--- src/rtl/pipe_pkg.sv ---
// Shared definitions for the elastic pipeline-stage registers.
// Holds the NOP encoding, the default bundle widths for each
// inter-stage register, and the occupancy encoding with a helper
// that turns the two valid bits into an occupancy code.
package pipe_pkg;

  localparam logic [31:0] NOP_INSTR = 32'h0000_0000;

  // Default bundle widths for the classic five-stage boundaries.
  localparam int IFID_W  = 64;
  localparam int IDEX_W  = 128;
  localparam int EXMEM_W = 96;
  localparam int MEMWB_W = 96;

  localparam logic [1:0] OCC_EMPTY = 2'd0;
  localparam logic [1:0] OCC_ONE   = 2'd1;
  localparam logic [1:0] OCC_TWO   = 2'd2;

  function automatic logic [1:0] occ_encode(input logic main_valid,
                                            input logic skid_valid);
    logic [1:0] occ;
    case ({main_valid, skid_valid})
      2'b00:   occ = OCC_EMPTY;
      2'b11:   occ = OCC_TWO;
      default: occ = OCC_ONE;
    endcase
    return occ;
  endfunction

endpackage

--- src/rtl/sat_counter.sv ---
// Saturating up-counter.
// Ports:
//   clk   - clock, counts on posedge
//   rst   - synchronous active-low reset, clears count
//   inc   - increment request for this cycle
//   count - current value; holds at all-ones instead of wrapping
module sat_counter #(
  parameter int W = 16
) (
  input  logic         clk,
  input  logic         rst,
  input  logic         inc,
  output logic [W-1:0] count
);

  always_ff @(posedge clk) begin
    if (!rst) begin
      count <= '0;
    end else if (inc && (count != {W{1'b1}})) begin
      count <= count + 1'b1;
    end
  end

endmodule

--- src/rtl/pipe_stage_reg.sv ---
// Elastic pipeline-stage register with a one-entry skid behind the
// main output register, so upstream ready never depends on downstream
// ready. Flush squashes everything held; debug counters track stall
// and flush cycles.
// Ports:
//   clk, rst            - clock, synchronous active-low reset
//   flush               - synchronous squash of held beats
//   in_valid/in_ready/in_data    - upstream handshake and bundle
//   out_valid/out_ready/out_data - downstream handshake and bundle
//   occupancy           - registered count of beats held (0..2)
//   stall_cnt           - saturating count of out_valid && !out_ready cycles
//   flush_cnt           - saturating count of flush cycles
module pipe_stage_reg
  import pipe_pkg::*;
#(
  parameter int                 DATA_W = 64,
  parameter logic [DATA_W-1:0]  BUBBLE = {DATA_W{1'b0}},
  parameter int                 CNT_W  = 16
) (
  input  logic              clk,
  input  logic              rst,
  input  logic              flush,
  input  logic              in_valid,
  output logic              in_ready,
  input  logic [DATA_W-1:0] in_data,
  output logic              out_valid,
  input  logic              out_ready,
  output logic [DATA_W-1:0] out_data,
  output logic [1:0]        occupancy,
  output logic [CNT_W-1:0]  stall_cnt,
  output logic [CNT_W-1:0]  flush_cnt
);

  logic              skid_valid;
  logic [DATA_W-1:0] skid_data;

  logic              nxt_out_valid;
  logic [DATA_W-1:0] nxt_out_data;
  logic              nxt_skid_valid;
  logic [DATA_W-1:0] nxt_skid_data;

  logic in_fire;
  logic out_fire;

  // Ready is purely a function of skid state; a full skid is the only
  // reason to refuse a beat.
  assign in_ready = !skid_valid;
  assign in_fire  = in_valid && in_ready;
  assign out_fire = out_valid && out_ready;

  always_comb begin
    nxt_out_valid  = out_valid;
    nxt_out_data   = out_data;
    nxt_skid_valid = skid_valid;
    nxt_skid_data  = skid_data;
    if (flush) begin
      // Any out_fire this cycle already completed downstream; an
      // accepted in_fire is dropped.
      nxt_out_valid  = 1'b0;
      nxt_out_data   = BUBBLE;
      nxt_skid_valid = 1'b0;
    end else if (!out_valid || out_ready) begin
      if (skid_valid) begin
        // Oldest beat lives in the skid; promote it first to keep FIFO order.
        nxt_out_valid  = 1'b1;
        nxt_out_data   = skid_data;
        nxt_skid_valid = in_fire;
        if (in_fire) nxt_skid_data = in_data;
      end else if (in_fire) begin
        nxt_out_valid = 1'b1;
        nxt_out_data  = in_data;
      end else begin
        nxt_out_valid = 1'b0;
        nxt_out_data  = BUBBLE;
      end
    end else if (in_fire) begin
      // Main is stalled: park the incoming beat; in_ready drops next cycle.
      nxt_skid_valid = 1'b1;
      nxt_skid_data  = in_data;
    end
  end

  always_ff @(posedge clk) begin
    if (!rst) begin
      out_valid  <= 1'b0;
      out_data   <= BUBBLE;
      skid_valid <= 1'b0;
      skid_data  <= BUBBLE;
      occupancy  <= OCC_EMPTY;
    end else begin
      out_valid  <= nxt_out_valid;
      out_data   <= nxt_out_data;
      skid_valid <= nxt_skid_valid;
      skid_data  <= nxt_skid_data;
      occupancy  <= occ_encode(nxt_out_valid, nxt_skid_valid);
    end
  end

  sat_counter #(.W(CNT_W)) u_stall_cnt (
    .clk   (clk),
    .rst   (rst),
    .inc   (out_valid && !out_ready),
    .count (stall_cnt)
  );

  sat_counter #(.W(CNT_W)) u_flush_cnt (
    .clk   (clk),
    .rst   (rst),
    .inc   (flush),
    .count (flush_cnt)
  );

endmodule

--- config.mk ---
export PLATFORM = sky130hd
export DESIGN_NAME = pipe_stage_reg
export DESIGN_NICKNAME = d
export VERILOG_FILES = /design/src/rtl/pipe_pkg.sv /design/src/rtl/sat_counter.sv /design/src/rtl/pipe_stage_reg.sv
export SDC_FILE = /design/constraint.sdc
export NUM_CORES = 1
export LEC_CHECK = 0
export ABC_AREA = 1
export BUFFER_PORTS_ARGS = -buffer_cell sky130_fd_sc_hd__buf_2
export CORE_MARGIN = 5
export CORE_UTILIZATION = 53
export DETAILED_ROUTE_END_ITERATION = 12
export PLACE_DENSITY = 0.9
export SLEW_MARGIN = 20
export SYNTH_ARGS = -nofsm -noshare
export SYNTH_HDL_FRONTEND = slang
export SYNTH_SLANG_ARGS = --single-unit
export TNS_END_PERCENT = 30
--- constraint.sdc ---
create_clock -name clk -period 1.57 [get_ports clk]
set_input_delay 0.2355 -clock clk [delete_from_list [all_inputs] [get_ports clk]]
set_output_delay 0.2355 -clock clk [all_outputs]
set_load 0.02 [all_outputs]
Word-level counts from Yosys, hierarchy flattened

Cells that the tools add are included.

Output and inout port bits: 100
Input port bits: 69
Word-level logic and storage cells: 40
Register bits after elaboration: 164

Reductions and logical operators: 11
Mux-type cells: 14
Eq/ne operators: 4
Bitwise operators: 2
Add/sub/neg operators: 2

Operator list:

| operator                                       | count |
|---|---|
| two-way mux 64 bit                             | 5 |
| adder 16 x 1 -> 16 bit (second input constant) | 2 |
| != test 16 bit (second input constant)         | 2 |
| two-way mux 1 bit                              | 8 |
| logical AND 1 bit                              | 4 |
| one-hot mux 2 bit (2 select lines)             | 1 |
| zero test 1 bit                                | 3 |
| == test 2 bit (second input constant)          | 1 |
| zero test 2 bit                                | 1 |
| != test 2 bit (second input constant)          | 1 |
| NOT 1 bit                                      | 2 |
| AND reduction 2 bit                            | 1 |
| OR reduction 2 bit                             | 1 |
| logical OR 1 bit                               | 1 |

Longest topological paths before layout

Word-level depth: 8
Gate-level depth with buffers: 9
Mapped depth without buffers: 9

By module

A second synthesis with hierarchy kept.

Cells, all modules: 1051
Area, all modules: 7477.2 sq um

By module, submodules not included:

| module         | cells each | times used | sequential area each (sq um) | area an instance (sq um) |
|---|---|---|---|---|
| pipe_stage_reg | 753        | 1          | 2642.5                       | 5485.3 |
| sat_counter    | 149        | 2          | 320.3                        | 996.0 |

Worst setup path after synthesis

Ideal clock, no wire load.

Kind: register to register
Start: reg u_flush_cnt.count[0]
End: reg u_flush_cnt.count[15]
Arrival: 1437 ps
Setup time: 115 ps
Buffers on the path: 1
Required time: 1455 ps
Path slack: 18 ps
Cell stages (with the launch flop): 8
Clock period less this slack: 1552 ps
Cell sequence: dfxtp_1 -> ha_1 -> nand3_2 -> nor2_4 -> nand3_4 -> buf_6 -> a21oi_1 -> nor2_1

Word-level cells in the longest chain between the ends: 2
Elaborated cells between the ends (all ways): 3
Classes of those cells: add/sub: 1; eq/ne: 1; reduce/logical: 1

Ends and longest elaborated chain:

| item                                                           | RTL line          | RTL |
|---|---|---|
| start, declared                                                | sat_counter.sv:13 | `output logic [W-1:0] count` |
| start signal, assigned                                         | sat_counter.sv:20 | `count <= count + 1'b1;` |
| branches (longest 2 deep; another with adder 16 x 1 -> 16 bit) | --                |  |

Parallel ways; which one is timed is not known.
A chain may end at the register's enable or synchronous reset.

Worst setup path after layout

Start: reg u_stall_cnt.count[8]
End: reg u_stall_cnt.count[1]

Word-level cells in the longest chain between the ends: 2

Ends and longest elaborated chain:

| item                   | RTL line          | RTL |
|---|---|---|
| start, declared        | sat_counter.sv:13 |  |
| start signal, assigned | sat_counter.sv:20 |  |
| != test 16 bit         | sat_counter.sv:19 | `end else if (inc && (count != {W{1'b1}})) begin` |
| logical AND 1 bit      | sat_counter.sv:19 |  |

No other way between the ends.

==> results.json <==
{
  "fin_crit_ns": 1.51,
  "grt_pass1_wl_um": 30600,
  "wl_met3_um": 1710,
  "syn_nets": 1019,
  "clock_latency_ns": 0.42,
  "wirelength_um": 19100,
  "synth-compound-area-share_pct": 20.8,
  "cp_data_arrival_time_ns": 1.81,
  "antenna_found_initial": 2,
  "vias_per_cell": 5.48,
  "yosys-top-cells-area": "dfxtp_1 (48%), a21oi_1 (12%), nand2_1 (9.7%)",
  "required_ns": 1.88,
  "cts_root_buffer": "clkbuf_16",
  "wire_per_inst_um": 14.8,
  "synth_top_area_share_pct": 48.0,
  "async_reset_ff_share_pct": 0,
  "grt_pass1_vias": 6533,
  "synthCells": 947,
  "synth_area_leader_cell": "dfxtp_1",
  "synth.most_common_cell": "nand2_1",
  "nets": 1178,
  "dieArea_um2": 15300,
  "fmax_mhz": 664,
  "drive_gt1_share_pct": 23.5,
  "crit_start": "u_stall_cnt.count[8]",
  "drtAntennaViolNets": 0,
  "post-place-ws_ns": 0.0790,
  "ctsHoldBuffers": 0,
  "dp_hpwl_um": 12100,
  "cts_made_buffers": 17,
  "finalMaxSlewViolations": 0,
  "synth_cell_types": 26,
  "worst_slew_pin_slew_ns": 0.723,
  "synth_area_um2": 6840,
  "setup_viol_count_final": 0,
  "path_max_fanout": 6,
  "power_density_nw_per_um2": 1050,
  "hold_path.class": "input pin to flip-flop",
  "io_pins": 169,
  "clkTransAtPathRegs_ns": 0.06,
  "core_um2": 12600,
  "critPathCaptureType": "flip-flop",
  "drv_cap": 0,
  "die-width_um": 124,
  "first_pass_iters": 5,
  "dieHeight_um": 124,
  "max-vdd-ir-drop_v": 0.000847,
  "h-tree-depth": 4,
  "synth_top_family_by_area": "simple AND/OR/NAND/NOR gates",
  "syn_area_per_cell_um2": 7.22,
  "wl_met2_um": 9090,
  "final.setup.tns_ns": 0,
  "yosysSeqAreaShare_pct": 48.0,
  "hold_viol": 0,
  "relSlewSlack_pct": 51.8,
  "p_total_uw": 8900,
  "cts.sinks": 164,
  "synthMuxAreaShare_pct": 0,
  "synth_xor_area_share_pct": 0,
  "cts_tree": "yes",
  "start_kind": "flip-flop",
  "finalCritPeriodShare_pct": 96.0,
  "yosys.area_share.simple_pct": 24.6,
  "yosys_register_bits": 164,
  "initial_core_util_pct": 54.2,
  "vias": 7074,
  "rows": 41,
  "area_growth_pct": 24.2,
  "worst_slack_ns": 0.0632,
  "yosysWarningCount": 0,
  "clock_skew_ns": 0.00475,
  "synthAdderAreaFrac_pct": 0.549,
  "grt_max_degree": 65,
  "met1Wirelength_um": 7960,
  "p_leak_uw": 0.00359,
  "worstSetupPathType": "flip-flop to flip-flop",
  "clockBufferDepth": 2,
  "synth_ff_type": "dfxtp_1",
  "overflow": 0,
  "min_from": "in_data[26]",
  "track_usage_pct": 24.9,
  "synth_edf_count": 0,
  "outcome": "finished, final reports clean",
  "worstRegToRegCells": 7,
  "top_layer": "met5",
  "reg2reg_from": "u_stall_cnt.count[8]",
  "holdPathStages": 3,
  "drc": 0,
  "initialDrtViolationCount": 787,
  "io_buffers": 168,
  "place_congestion": 0.930,
  "synthTopCellsByCount": "nand2_1 (176), nor2_1 (174), a21oi_1 (165), dfxtp_1 (164), o21ai_0 (104)"
}
## layout by cell type, fill, tap and decap left out, drive strengths merged
cell type / instances
dfxtp: 164
nor2: 182
nor3: 5
a31oi: 2
buf: 201
nand2: 181
nand4: 6
inv: 29
clkbuf: 23
a21boi: 1
o21ai: 115
ha: 3
clkinv: 6
nand3: 32
diode: 1
a21oi: 165
nand3b: 1
bufinv: 1
clkinvlp: 2
## worst paths after layout
kind	end	slack [ns]
worst max register to register	u_stall_cnt.count[1]	0.06
worst min register to register	skid_data[37]	0.46
worst max-delay path	u_stall_cnt.count[1]	0.06
worst min-delay path	skid_data[26]	0.05
## layer usage
| metal | vias to the layer above | global-route usage, % |
|---|---|---|
| li1 | 3450 | - |
| met1 | 3249 | 32.5 |
| met2 | 341 | 39.5 |
| met3 | 32 | 6.54 |
| met4 | 2 | 9.48 |
| met5 | - | 0 |
## worst max-delay path, cell delays in order (launching register included)
cell and delay, ns:
dfxtp_1 0.39, nand2_1 0.16, nor2_4 0.19, nand2_2 0.14, nor2_4 0.19, nor2_1 0.09
o21ai_0 0.17, nor2_1 0.06
## state kept, by name (all words and copies together) (netlist names)
signal             cells
out_data              64
out_valid              1
u_stall_cnt.count     16
u_flush_cnt.count     16
skid_valid             1
skid_data             64
occupancy              2
## cells by family (layout without fill, tap and decap cells)
logic type                 Yosys count  after routing
AOI/OAI and AO/OA                  283            283
buffers and inverters               90            262
other                                0              1
adders and majority gates            3              3
and+or+nand+nor                    407            407
DFF                                164            164
## stage by stage
stage | hold WS, ns | instance area (um^2) | instances | util [%]
final | 0.0541 | 8500 | 1292 | 67.3
after global placement | 0.449 | 7910 | 1258 | 62.7
after detailed placement | 0.456 | 7910 | 1258 | 62.7
after floorplan | 0.370 | 6840 | 947 | -
after global routing | 0.0427 | 8500 | 1292 | 67.3
after CTS | 0.0406 | 8470 | 1290 | 67.1
## layout make-up
type | count | area (um^2)
Clock inverter | 9 | 78.8
Multi-Input combinational cell | 693 | 3160
Clock buffer | 23 | 478
Inverter | 29 | 109
Fill cell | 1047 | 4120
Tap cell | 172 | 215
Antenna cell | 1 | 2.50
Timing Repair Buffer | 201 | 1160
Sequential cell | 164 | 3290
## power breakdown
| group | total (uW) | switching, uW | internal [uW] |
|---|---|---|---|
| combinational | 694 | 441 | 253 |
| clock | 3910 | 1620 | 2300 |
| sequential | 4290 | 44.9 | 4250 |
| total | 8900 | 2100 | 6800 |
## repair_timing
action,CTS,global route
gates resized for setup,1,6
setup buffers,0,1
pin swaps,1,3
endpoints found under the setup margin,1,12
Note: power is estimated with default switching activity, not from simulation.
